===== src/rtl/dcache_req_responder.sv =====
// Memory-side responder for MEM1 load/store requests: runs one blocking read or
// write on a valid/ready bus per request and returns a one-cycle response to MEM2.
module dcache_req_responder #(
  parameter int ADDR_W = 32,
  parameter int DATA_W = 32
) (
  input  logic                clk,
  input  logic                rst_n,
  input  logic                flush,
  input  logic                req_ce,
  input  logic                req_we,
  input  logic [ADDR_W-1:0]   req_addr,
  input  logic [31:0]         req_pc,
  input  logic [DATA_W/8-1:0] req_sel,
  input  logic [DATA_W-1:0]   req_data,
  input  logic [2:0]          req_rd_type,
  input  logic [2:0]          req_wr_type,
  output logic                busy_o,
  output logic                resp_valid_o,
  output logic [DATA_W-1:0]   resp_data_o,
  output logic [31:0]         resp_pc_o,
  output logic                bus_rd_req,
  output logic [ADDR_W-1:0]   bus_rd_addr,
  output logic [2:0]          bus_rd_type,
  input  logic                bus_rd_ready,
  input  logic                bus_ret_valid,
  input  logic [DATA_W-1:0]   bus_ret_data,
  output logic                bus_wr_req,
  output logic [ADDR_W-1:0]   bus_wr_addr,
  output logic [2:0]          bus_wr_type,
  output logic [DATA_W/8-1:0] bus_wr_strb,
  output logic [DATA_W-1:0]   bus_wr_data,
  input  logic                bus_wr_ready,
  input  logic                bus_wr_done
);

  typedef enum logic [2:0] {
    IDLE    = 3'd0,
    RD_REQ  = 3'd1,
    RD_WAIT = 3'd2,
    WR_REQ  = 3'd3,
    WR_WAIT = 3'd4,
    RESP    = 3'd5
  } state_t;

  state_t              state_q;
  logic [ADDR_W-1:0]   addr_q;
  logic [31:0]         pc_q;
  logic [DATA_W/8-1:0] sel_q;
  logic [DATA_W-1:0]   data_q;
  logic [2:0]          rd_type_q;
  logic [2:0]          wr_type_q;
  logic                kill_q;
  logic [DATA_W-1:0]   resp_data_q;
  logic [31:0]         resp_pc_q;

  logic accept;
  logic busy;

  assign busy   = (state_q == RD_REQ) || (state_q == RD_WAIT) ||
                  (state_q == WR_REQ) || (state_q == WR_WAIT);
  assign accept = req_ce && !flush && ((state_q == IDLE) || (state_q == RESP));

  always_ff @(posedge clk or negedge rst_n) begin
    if (!rst_n) begin
      state_q     <= IDLE;
      addr_q      <= '0;
      pc_q        <= '0;
      sel_q       <= '0;
      data_q      <= '0;
      rd_type_q   <= '0;
      wr_type_q   <= '0;
      kill_q      <= 1'b0;
      resp_data_q <= '0;
      resp_pc_q   <= '0;
    end else begin
      if (accept) begin
        addr_q    <= req_addr;
        pc_q      <= req_pc;
        sel_q     <= req_sel;
        data_q    <= req_data;
        rd_type_q <= req_rd_type;
        wr_type_q <= req_wr_type;
        kill_q    <= 1'b0;
        state_q   <= req_we ? WR_REQ : RD_REQ;
      end else begin
        case (state_q)
          RD_REQ:  if (bus_rd_ready) state_q <= RD_WAIT;
          RD_WAIT: if (bus_ret_valid) begin
            resp_data_q <= bus_ret_data;
            resp_pc_q   <= pc_q;
            state_q     <= RESP;
          end
          WR_REQ:  if (bus_wr_ready) state_q <= WR_WAIT;
          WR_WAIT: if (bus_wr_done) begin
            resp_data_q <= '0;
            resp_pc_q   <= pc_q;
            state_q     <= RESP;
          end
          RESP:    state_q <= IDLE;
          default: state_q <= IDLE;
        endcase
      end
      // A flush never aborts the bus side; it only silences the eventual response.
      if (flush && busy) kill_q <= 1'b1;
    end
  end

  assign busy_o       = busy;
  assign resp_valid_o = (state_q == RESP) && !kill_q && !flush;
  assign resp_data_o  = resp_data_q;
  assign resp_pc_o    = resp_pc_q;

  assign bus_rd_req   = (state_q == RD_REQ);
  assign bus_rd_addr  = addr_q;
  assign bus_rd_type  = rd_type_q;

  assign bus_wr_req   = (state_q == WR_REQ);
  assign bus_wr_addr  = addr_q;
  assign bus_wr_type  = wr_type_q;
  assign bus_wr_strb  = sel_q;
  assign bus_wr_data  = data_q;

endmodule


===== config.mk =====
export PLATFORM = sky130hd
export DESIGN_NAME = dcache_req_responder
export DESIGN_NICKNAME = d
export VERILOG_FILES = /design/src/rtl/dcache_req_responder.sv
export SDC_FILE = /design/constraint.sdc
export NUM_CORES = 1
export LEC_CHECK = 0
export ABC_AREA = 1
export CAP_MARGIN = 10
export CORE_MARGIN = 2
export CORE_UTILIZATION = 25
export CTS_BUF_LIST = sky130_fd_sc_hd__clkbuf_8
export DETAILED_ROUTE_END_ITERATION = 6
export PLACE_DENSITY = 0.61
export SLEW_MARGIN = 15
export SYNTH_ARGS = -nofsm -noshare
export SYNTH_HDL_FRONTEND = slang
export SYNTH_SLANG_ARGS = --single-unit

===== constraint.sdc =====
create_clock -name clk -period 1.7 [get_ports clk]
set_input_delay 0.51 -clock clk [delete_from_list [all_inputs] [get_ports clk]]
set_output_delay 0.51 -clock clk [all_outputs]
set_load 0.03 [all_outputs]

==> impl_metrics.prom <==
# TYPE chip_impl_metric gauge
chip_impl_metric{name="core.rowCount",unit=""} 61
chip_impl_metric{name="r2r_slack",unit="ps"} 40
chip_impl_metric{name="number_of_ports_placed_on_the_die_boundary",unit=""} 321
chip_impl_metric{name="layout.nets",unit=""} 1261
chip_impl_metric{name="cts.path.max_buffers",unit=""} 2
chip_impl_info{name="yosysMostFrequentCell",value="nand2_1"} 1
chip_impl_metric{name="max_stage_delay",unit="ps"} 470
chip_impl_info{name="ys.flop_type",value="dfrtp_1"} 1
chip_impl_metric{name="start_util",unit="%"} 25.3
chip_impl_metric{name="fillCellCount",unit=""} 2890
chip_impl_metric{name="critPathRequiredTime",unit="ps"} 1190
chip_impl_metric{name="worst_skew_pair.late_latency",unit="ps"} 440
chip_impl_metric{name="tns",unit="ps"} -701
chip_impl_metric{name="holdPathStages",unit=""} 2
chip_impl_metric{name="grt_first_pass_wirelength",unit="µm"} 33700
chip_impl_metric{name="compound_gate_portion_of_the_synthesized_area",unit="%"} 2.55
chip_impl_metric{name="drt_drc_violations_left",unit=""} 0
chip_impl_info{name="r2r-end",value="resp_data_o[24]"} 1
chip_impl_metric{name="grt_usage",unit="%"} 14.7
chip_impl_metric{name="synth_cells",unit=""} 802
chip_impl_metric{name="hold_viol",unit=""} 0
chip_impl_metric{name="post_synth_xor_area_fraction",unit="%"} 0
chip_impl_metric{name="die_outline_area",unit="mm²"} 0.0294
chip_impl_info{name="holdCritStartpoint",value="pc_q[19]"} 1
chip_impl_metric{name="async_flop_share",unit="%"} 100
chip_impl_metric{name="vias_per_cell",unit=""} 4.11
chip_impl_metric{name="postLayoutSetupSlackWorst",unit="ps"} -221
chip_impl_metric{name="final_hpwl_dp",unit="µm"} 15100
chip_impl_metric{name="max_clock_freq",unit="MHz"} 520
chip_impl_metric{name="yosysSeqAreaShare",unit="%"} 62.2
chip_impl_metric{name="synth_area_per_cell",unit="µm²"} 8.73
chip_impl_info{name="status",value="finished, violations left"} 1
chip_impl_metric{name="dp.cells",unit=""} 1455
chip_impl_info{name="cpLargestDelayFamily",value="flip-flops"} 1
chip_impl_metric{name="fin_crit",unit="ps"} 1920
chip_impl_metric{name="detailedPlace.worstSlack",unit="ps"} -308
chip_impl_metric{name="crit_buf_inv",unit=""} 2
chip_impl_info{name="rsz0062_at_grt",value="true"} 1
chip_impl_info{name="cp_cell_sequence",value="inv_2, nand2_4, nor4_2, buf_4"} 1
chip_impl_metric{name="drt_wl_total",unit="µm"} 22100
chip_impl_metric{name="coreArea",unit="mm²"} 0.0277
chip_impl_info{name="yosys-top-cells-count",value="499 x nand2_1, 174 x dfrtp_1, 40 x buf_4, 27 x o21ai_0, 18 x buf_2"} 1
chip_impl_metric{name="detail-route-antenna-nets",unit=""} 0
chip_impl_info{name="synth_top_family_by_area",value="simple AND/OR/NAND/NOR gates"} 1
chip_impl_info{name="clockRootBuffer",value="clkbuf_8"} 1
chip_impl_metric{name="irDropWorstVdd",unit="mV"} 0.861
chip_impl_metric{name="placedInstanceArea",unit="mm²"} 0.0106
chip_impl_metric{name="drt_initial_violations",unit=""} 299
chip_impl_metric{name="layout-drive-gt1-share",unit="%"} 24.8
chip_impl_info{name="timing.critical_path.slowest_stage_cell",value="dfrtp_2"} 1
chip_impl_metric{name="p_leak",unit="nW"} 5.69
chip_impl_metric{name="design_area",unit="mm²"} 0.0109
chip_impl_metric{name="netlist_area",unit="mm²"} 0.00701
chip_impl_info{name="synth_top_cell_by_area",value="dfrtp_1"} 1
chip_impl_metric{name="max_slew_margin",unit="%"} 73.6
chip_impl_info{name="synthTopCellsByArea",value="dfrtp_1 62%, nand2_1 27%, buf_4 4.3%"} 1
chip_impl_metric{name="number_of_distinct_standard_cells_referenced_by_the_synthesized_netlist",unit=""} 20
chip_impl_metric{name="muxShareOfSynthArea",unit="%"} 0
chip_impl_metric{name="firstDrtPassIters",unit=""} 4
chip_impl_metric{name="area_delta_synth_final",unit="%"} 55.8
chip_impl_metric{name="actual_transition_at_the_worst_max_transition_pin",unit="ps"} 395
chip_impl_info{name="cts_tree",value="done"} 1
chip_impl_metric{name="fp.dieW",unit="µm"} 171
chip_impl_metric{name="syn-num-nets",unit=""} 949
chip_impl_metric{name="n_antenna_cell",unit=""} 0
chip_impl_info{name="worstHoldPathType",value="flip-flop to flip-flop"} 1
chip_impl_metric{name="synth_adder_area_share",unit="%"} 0
chip_impl_metric{name="postSynthRegisterBits",unit=""} 174
chip_impl_metric{name="wl_per_cell",unit="µm"} 14.7
chip_impl_info{name="violations",value="setup timing"} 1
chip_impl_metric{name="cp_data_arrival_time",unit="ps"} 1410
chip_impl_metric{name="timing.reg2reg.worst_path_depth",unit=""} 8
chip_impl_metric{name="globalRouteOverflowTotal",unit=""} 0
chip_impl_metric{name="clkTransAtPathRegs",unit="ps"} 100
chip_impl_metric{name="cp_max_fo",unit=""} 6
chip_impl_metric{name="synth_edf_count",unit=""} 0
chip_impl_metric{name="final.period_utilization",unit="%"} 113
chip_impl_metric{name="setup_viol",unit=""} 4
chip_impl_metric{name="chipHeight",unit="µm"} 171
chip_impl_metric{name="filler_free_cell_count_of_the_finished_design",unit=""} 1504
chip_impl_info{name="worst_r2r_startpoint",value="state_q[0]"} 1
chip_impl_metric{name="yosys_warnings",unit=""} 0
chip_impl_metric{name="clock_sink_count",unit=""} 174
chip_impl_info{name="startpoint_type",value="flip-flop"} 1
chip_impl_info{name="setup.worst_path.class",value="flip-flop to output pin"} 1
chip_impl_metric{name="maximum_number_of_pins_on_one_net_before_global_route_repair",unit=""} 68
chip_impl_metric{name="cts_inserted_buffers",unit=""} 17
chip_impl_info{name="timing.critical_path.to_type",value="output pin"} 1
chip_impl_metric{name="slew_violations",unit=""} 0
chip_impl_metric{name="port_buffers",unit=""} 320
chip_impl_metric{name="synthSimpleGateAreaFrac",unit="%"} 27.9
chip_impl_metric{name="synth_top_area_share",unit="%"} 62.2
chip_impl_metric{name="number_of_antenna_violations_at_the_first_check_in_global_routing",unit=""} 0
chip_impl_metric{name="vias",unit=""} 6180
chip_impl_metric{name="power.density_cell_area",unit="mW/mm²"} 2040
chip_impl_info{name="worst_hold_path.endpoint",value="resp_pc_o[19]"} 1
chip_impl_metric{name="vias_in_the_first_global_route",unit=""} 6220
chip_impl_metric{name="finalWeightedCongestion",unit=""} 0.784
chip_impl_metric{name="cts_max_level",unit=""} 4
chip_impl_metric{name="worst_clock_skew",unit="ps"} 14.3
chip_impl_metric{name="max_cap_violations",unit=""} 0
worst max path at each step:
stage / cells after the start / to / slack (ps) / start
6_report: 4 / resp_valid_o / -220 / state_q[1]
5_1_grt: 4 / resp_valid_o / -320 / state_q[1]
4_1_cts: 4 / resp_valid_o / -240 / state_q[1]
3_5_place_dp: 9 / bus_wr_type[0] / -310 / req_ce
3_3_place_gp: 8 / bus_wr_type[0] / -320 / flush
2_1_floorplan: 1 / resp_valid_o / 20 / flush
logic make-up after synthesis:
group | count (synthesis)
AO/OA/AOI/OAI | 35
buffers and inverters | 79
flip-flops | 174
AND/OR/NAND/NOR | 514
tightest hold or removal path, delay by kind of cell (launching register included):
kind | cells | cell delay (ps)
DFF | 1 | 350
and+or+nand+nor | 2 | 100
stage by stage:
step                total power [mW]  hold slack [ps]  util (%)
finish                          22.3              468      39.4
global route                    23.8              449      39.4
CTS                             22.2              430      39.7
detailed placement              19.5              373      38.3
global placement                19.4              374      38.3
floorplan                       14.3              214         -
what timing repair did:
| item | in CTS | in global routing |
|---|---|---|
| setup buffers | 4 | 6 |
| hold buffers | 1 | 0 |
| setup endpoints to repair | 169 | 128 |
| gates resized for setup | 613 | 160 |
| gates cloned | 0 | 7 |
| hold endpoints to repair | 15 | 0 |
| pin swaps | 3 | 1 |
flip-flops by register name (all words and copies together), names as in the netlist:
name,count
resp_data_o,32
state_q,3
bus_wr_data,32
kill_q,1
bus_wr_strb,4
resp_pc_o,32
bus_rd_addr,32
bus_rd_type,3
pc_q,32
bus_wr_type,3
routing by layer:
layer,global-route usage (%),share of wire (%),vias up
met3,5.18,8.3,16
met1,18.3,43,2901
met2,24.5,48,227
met5,0,0,-
li1,-,-,3036
met4,3.43,1.1,0
placed cells by master, fill, tap and decap left out, types with 3 or more instances in the layout:
| master | n |
|---|---|
| nand2_1 | 486 |
| dfrtp_1 | 172 |
| clkdlybuf4s50_1 | 144 |
| buf_2 | 115 |
| clkdlybuf4s15_2 | 50 |
| o21ai_0 | 25 |
| clkbuf_8 | 18 |
| buf_4 | 18 |
| buf_12 | 18 |
| buf_6 | 10 |
| nand2_4 | 8 |
| o21ai_1 | 8 |
| nand2_2 | 6 |
| clkbuf_16 | 5 |
| inv_1 | 4 |
| nor2_4 | 3 |
| inv_6 | 3 |
| bufinv_16 | 3 |
| inv_8 | 3 |
report_power, final:
group,switching [mW],internal [mW]
clock network,1.65,1.53
registers,1.19,6.02
logic,7.55,4.32
area by class of cell:
class,count,area [µm²],share of cell area (%)
Multi-Input combinational cell,550,2270,20.8
Sequential cell,174,4360,39.9
Clock buffer,18,248,2.27
Inverter,8,37.5,0.344
Clock inverter,13,179,1.64
Timing Repair Buffer,363,3350,30.7
Tap cell,378,473,4.33
(Power assumes the default switching activity.)
